===== src/rtl/adc_seq_ctrl_pkg.sv =====
// Shared types and helpers for the adc_seq_ctrl multi-word add/subtract sequencer.
package adc_seq_ctrl_pkg;

   localparam int unsigned WORD_W = 32;

   typedef enum logic [1:0] {
      StIdle  = 2'd0,
      StRun   = 2'd1,
      StDrain = 2'd2,
      StDone  = 2'd3
   } state_e;

   // Subtraction is A + ~B + 1, with the +1 supplied as the initial carry.
   function automatic logic [WORD_W-1:0] operand_b(input logic [WORD_W-1:0] b,
                                                    input logic              sub);
      return sub ? ~b : b;
   endfunction

endpackage


===== src/rtl/adc_seq_ctrl_adc32.sv =====
// ADC32: 32-bit adder with carry in, producing a 33-bit result (carry in the top bit).
module adc_seq_ctrl_adc32
   import adc_seq_ctrl_pkg::*;
(
   input  logic [WORD_W-1:0] a_i,
   input  logic [WORD_W-1:0] b_i,
   input  logic              c0_i,
   output logic [WORD_W:0]   s_o
);

   assign s_o = {1'b0, a_i} + {1'b0, b_i} + {{WORD_W{1'b0}}, c0_i};

endmodule


===== src/rtl/adc_seq_ctrl.sv =====
// Multi-word add/subtract sequencer: streams word pairs LS-first through ADC32, chaining carry.
// Optional signed-overflow flag on the final word is enabled with `define OVF_DETECT_EN.
module adc_seq_ctrl
   import adc_seq_ctrl_pkg::*;
#(
   parameter int unsigned CNT_W = 4
) (
   input  logic              clk,
   input  logic              rst,
   input  logic              start,
   input  logic              sub,
   input  logic [CNT_W-1:0]  n_words,
   input  logic              in_valid,
   output logic              in_ready,
   input  logic [WORD_W-1:0] a_in,
   input  logic [WORD_W-1:0] b_in,
   output logic              out_valid,
   input  logic              out_ready,
   output logic [WORD_W-1:0] s_out,
   output logic              out_last,
   output logic              busy,
   output logic              done,
   output logic              carry_out,
   output logic              ovf
);

   state_e            state_q, state_d;
   logic              sub_q, sub_d;
   logic [CNT_W-1:0]  n_q, n_d;
   logic [CNT_W-1:0]  cnt_q, cnt_d;
   logic              carry_q, carry_d;
   logic [WORD_W-1:0] s_q, s_d;
   logic              out_valid_q, out_valid_d;
   logic              out_last_q, out_last_d;
   logic              carry_out_q, carry_out_d;

   logic [WORD_W-1:0] b_eff;
   logic [WORD_W:0]   sum;
   logic              in_fire, out_fire, last_word;

   assign b_eff = operand_b(b_in, sub_q);

   adc_seq_ctrl_adc32 u_adc32 (
      .a_i  (a_in),
      .b_i  (b_eff),
      .c0_i (carry_q),
      .s_o  (sum)
   );

   // Single output register: a new word may enter only if the current one leaves this cycle.
   assign in_ready  = (state_q == StRun) && (!out_valid_q || out_ready);
   assign in_fire   = in_valid && in_ready;
   assign out_fire  = out_valid_q && out_ready;
   assign last_word = (cnt_q == n_q - CNT_W'(1));

   always_comb begin
      state_d     = state_q;
      sub_d       = sub_q;
      n_d         = n_q;
      cnt_d       = cnt_q;
      carry_d     = carry_q;
      s_d         = s_q;
      out_valid_d = out_valid_q;
      out_last_d  = out_last_q;
      carry_out_d = carry_out_q;
      unique case (state_q)
         StIdle: begin
            if (start && (n_words != '0)) begin
               sub_d   = sub;
               n_d     = n_words;
               cnt_d   = '0;
               carry_d = sub;
               state_d = StRun;
            end
         end
         StRun: begin
            if (in_fire) begin
               s_d         = sum[WORD_W-1:0];
               carry_d     = sum[WORD_W];
               out_valid_d = 1'b1;
               out_last_d  = last_word;
               if (last_word) begin
                  state_d = StDrain;
               end else begin
                  cnt_d = cnt_q + CNT_W'(1);
               end
            end else if (out_fire) begin
               out_valid_d = 1'b0;
            end
         end
         StDrain: begin
            if (out_fire) begin
               out_valid_d = 1'b0;
               out_last_d  = 1'b0;
               carry_out_d = carry_q;
               state_d     = StDone;
            end
         end
         StDone: begin
            state_d = StIdle;
         end
         default: begin
            state_d = StIdle;
         end
      endcase
   end

   always_ff @(posedge clk) begin
      if (rst) begin
         state_q     <= StIdle;
         sub_q       <= 1'b0;
         n_q         <= '0;
         cnt_q       <= '0;
         carry_q     <= 1'b0;
         s_q         <= '0;
         out_valid_q <= 1'b0;
         out_last_q  <= 1'b0;
         carry_out_q <= 1'b0;
      end else begin
         state_q     <= state_d;
         sub_q       <= sub_d;
         n_q         <= n_d;
         cnt_q       <= cnt_d;
         carry_q     <= carry_d;
         s_q         <= s_d;
         out_valid_q <= out_valid_d;
         out_last_q  <= out_last_d;
         carry_out_q <= carry_out_d;
      end
   end

`ifdef OVF_DETECT_EN
   logic ovf_pend_q, ovf_pend_d;
   logic ovf_q, ovf_d;

   // Captured at the last-word fire, published together with carry_out.
   always_comb begin
      ovf_pend_d = ovf_pend_q;
      ovf_d      = ovf_q;
      if (in_fire && last_word) begin
         ovf_pend_d = (a_in[WORD_W-1] == b_eff[WORD_W-1]) &&
                      (sum[WORD_W-1] != a_in[WORD_W-1]);
      end
      if ((state_q == StDrain) && out_fire) begin
         ovf_d = ovf_pend_q;
      end
   end

   always_ff @(posedge clk) begin
      if (rst) begin
         ovf_pend_q <= 1'b0;
         ovf_q      <= 1'b0;
      end else begin
         ovf_pend_q <= ovf_pend_d;
         ovf_q      <= ovf_d;
      end
   end

   assign ovf = ovf_q;
`else
   assign ovf = 1'b0;
`endif

   assign out_valid = out_valid_q;
   assign s_out     = s_q;
   assign out_last  = out_last_q;
   assign busy      = (state_q != StIdle);
   assign done      = (state_q == StDone);
   assign carry_out = carry_out_q;

endmodule


===== config.mk =====
export PLATFORM = sky130hd
export DESIGN_NAME = adc_seq_ctrl
export DESIGN_NICKNAME = d
export VERILOG_FILES = /design/src/rtl/adc_seq_ctrl_pkg.sv /design/src/rtl/adc_seq_ctrl_adc32.sv /design/src/rtl/adc_seq_ctrl.sv
export SDC_FILE = /design/constraint.sdc
export NUM_CORES = 1
export LEC_CHECK = 0
export ABC_AREA = 1
export CAP_MARGIN = 20
export CORE_ASPECT_RATIO = 1.1
export CORE_MARGIN = 4
export CORE_UTILIZATION = 40
export CTS_CLUSTER_DIAMETER = 40
export CTS_CLUSTER_SIZE = 14
export DETAILED_ROUTE_END_ITERATION = 8
export HOLD_SLACK_MARGIN = 0.12
export PLACE_DENSITY = 0.81
export SLEW_MARGIN = 25
export SYNTH_ARGS = -nofsm -noshare
export SYNTH_HDL_FRONTEND = slang
export SYNTH_SLANG_ARGS = --single-unit

===== constraint.sdc =====
create_clock -name clk -period 2.29 [get_ports clk]
set_input_delay 0.458 -clock clk [delete_from_list [all_inputs] [get_ports clk]]
set_output_delay 0.458 -clock clk [all_outputs]
set_load 0.05 [all_outputs]

==> results.sh <==
export IMPL_rows=42
export IMPL_totalWireLength_mm=14.7
export IMPL_grt_pass1_vias=5229
export IMPL_switching_share_pct=48.1
export IMPL_power_frac_clock_pct=13.9
export IMPL_htree_levels=2
export IMPL_synth_cell_area_um2=4940
export IMPL_hold_path_class="reg -> reg"
export IMPL_ir_worst_vdd_v=0.000451
export IMPL_clock_latency_ps=290
export IMPL_synth_main_ff_cell="dfxtp_1"
export IMPL_finalSetupViolations=0
export IMPL_drive_gt1_share_pct=19.6
export IMPL_p_leak_uw=0.00390
export IMPL_clock_sinks=47
export IMPL_period_share_pct=98.1
export IMPL_ys_warn_count=0
export IMPL_cts_path_max_buffers=2
export IMPL_num_vias=5495
export IMPL_rrSetupSlack_ps=70
export IMPL_drc=0
export IMPL_tightest_slew_ps=543
export IMPL_avgSynthCellArea_um2=5.93
export IMPL_via_per_inst=4.75
export IMPL_maxSlewViolCount=0
export IMPL_die_h_um=125
export IMPL_yosysSeqAreaShare_pct=19.1
export IMPL_ys_async_sr_fraction_pct=0
export IMPL_drv_cap=0
export IMPL_cts_buffers=5
export IMPL_wire_per_inst_um=12.7
export IMPL_gp_congestion=0.955
export IMPL_core_area_um2=12000
export IMPL_dp_hpwl_mm=11.6
export IMPL_utilization_pct=60.0
export IMPL_grt_overflow=0
export IMPL_finalSetupTns_ps=0
export IMPL_drtPass1Iterations=5
export IMPL_rsz0062_at_grt="yes"
export IMPL_synth_edf_count=0
export IMPL_path_clk_slew_ps=70
export IMPL_synthCells=833
export IMPL_status="completed"
export IMPL_comb_power_share_pct=68.2
export IMPL_worstPathRequired_ps=2480
export IMPL_critPathLaunchType="input port"
export IMPL_power_density_nw_per_um2=854
export IMPL_p_int_uw=3200
export IMPL_switching_power_uw=2970
export IMPL_crit_fanout=3
export IMPL_path_class="in -> reg"
export IMPL_grt_usage_pct=19.9
export IMPL_hold_violations=0
export IMPL_end_kind="register"
export IMPL_die_w_um=114
export IMPL_max_freq_mhz=445
export IMPL_initial_utilization_pct=41.0
export IMPL_min_period_ps=2250
export IMPL_syn_nets=946
export IMPL_area_delta_synth_final_pct=46.4
export IMPL_final_setup_skew_ps=5.83
export IMPL_relSlewSlack_pct=63.7
export IMPL_grt_pass1_wl_mm=23.5
export IMPL_cts_tree="built"
export IMPL_ys_seq_elements=47
export IMPL_ys_types=40
export IMPL_port_buffers=111
export IMPL_ant_nets=0
export IMPL_hold_buffers=0
export IMPL_seqPwrFrac_pct=17.9
export IMPL_antenna_found_initial=0
export IMPL_num_io_pins=113
export IMPL_cp_arrival_ps=2440
export IMPL_fin_nets=1116
export IMPL_dieArea_um2=14200
export IMPL_drt_iter0_markers=304
export IMPL_antennaDiodeCount=0
export IMPL_cts_root_buf="clkbuf_16"
export IMPL_grt_max_degree=55
==> metal layers <==
layer	vias to the layer above	track usage, %	share of wire, %
li1	2877	-	-
met2	164	36.2	51
met3	26	2.33	5.3
met1	2428	24.2	42
met4	0	5.94	2.2
met5	-	0	0
==> stage by stage <==
| stage | instance area (um2) | hold slack (ps) | cells | power (uW) | setup slack [ps] |
|---|---|---|---|---|---|
| final | 7230 | 473 | 1158 | 6170 | 43.3 |
| after global placement | 6650 | 454 | 1142 | 4930 | -402 |
| after CTS | 6850 | 474 | 1152 | 5890 | -20.6 |
| after detailed placement | 6650 | 464 | 1142 | 5000 | -451 |
| after floorplan | 4940 | 453 | 833 | 3670 | 24.6 |
| after global routing | 7230 | 505 | 1158 | 6660 | -69.5 |
==> cell usage after synthesis (all sizes together), types with 2 or more instances <==
| master | instances | share of area, % |
|---|---|---|
| o211ai | 4 | 0.61 |
| nand4 | 10 | 1.3 |
| nor2 | 57 | 4.7 |
| nor3 | 6 | 0.71 |
| o21bai | 8 | 1.2 |
| inv | 175 | 13 |
| clkinv | 2 | 0.18 |
| dfxtp | 47 | 19 |
| a21oi | 33 | 3.4 |
| clkbuf | 4 | 0.30 |
| buf | 12 | 1.5 |
| ha | 37 | 9.4 |
| fa | 2 | 0.81 |
| and2 | 5 | 0.68 |
| or2 | 2 | 0.25 |
| xnor2 | 6 | 1.1 |
| o21a | 17 | 2.6 |
| nand2 | 283 | 22 |
| xor2 | 41 | 7.3 |
| o21ai | 21 | 2.1 |
| a31o | 2 | 0.35 |
| nand3 | 52 | 5.9 |
==> state kept, by name, summed over array words and instances (netlist names) <==
register,flops
s_out,32
cnt_q,4
n_q,4
state_q,2
carry_out,1
carry_q,1
out_last,1
out_valid,1
sub_q,1
==> cell families after synthesis <==
logic type               after synthesis  synth area share [%]
adder cells (fa/ha/maj)               39                  10.2
other                                  1                0.0760
flip-flops                            47                  19.1
XOR/XNOR                              47                  8.34
buffers and inverters                193                  15.3
AND/OR/NAND/NOR                      417                  36.1
AO/OA/AOI/OAI                         89                  11.0
==> repair_timing <==
action                     4_1_cts  5_1_grt
buffers inserted                 2        6
setup endpoints to repair       20       22
hold endpoints to repair         0        0
pin swaps                        1       33
gates resized for setup          6       97
==> cell type report <==
class | instances | area [um2]
clock buffer | 5 | 125
clock inverter | 3 | 46.3
fill | 1093 | 4810
inverter | 177 | 666
multi-input combinational | 593 | 3570
sequential | 47 | 945
tap | 154 | 193
timing repair buffer | 179 | 1690
==> power groups by stage <==
stage	clock [uW]	sequential, uW	combinational (uW)
finish	858	1110	4210
global route	916	1130	4620
CTS	874	1100	3920
detailed placement	0	1120	3880
global placement	0	1110	3810
floorplan	0	1520	2160
==> worst max-delay path, cell delays in order <==
cell	delay [ps]
dlygate4sd2_1	290
xnor2_2	170
fa_2	220
inv_2	50
fa_2	340
buf_4	140
nand2_1	80
nand3_2	120
nand2_2	110
nand2_2	90
nand2_2	80
nand2_1	50
nand2_1	50
nand3_1	60
nand2_1	70
inv_1	40
==> path summary, 6_finish.rpt <==
kind | startpoint | endpoint | cells past startpoint
min reg2reg | s_out[2] | s_out[2] | 2
max reg2reg | sub_q | s_out[21] | 15
min | s_out[2] | s_out[2] | 2
max | b_in[0] | s_out[30] | 16
==> layout by cell type (no fill, tap or decap), types with 19 or more instances in the layout <==
cell type | Yosys | routed
nor2_1 | 51 | 42
nand3_1 | 46 | 41
ha_1 | 37 | 33
inv_1 | 173 | 171
dfxtp_1 | 47 | 46
clkdlybuf4s50_1 | 0 | 103
buf_4 | 5 | 64
o21ai_0 | 21 | 19
nand2_1 | 272 | 230
a21oi_1 | 32 | 19
xor2_1 | 41 | 38
nand2_2 | 10 | 51
(Power assumes the default switching activity.)
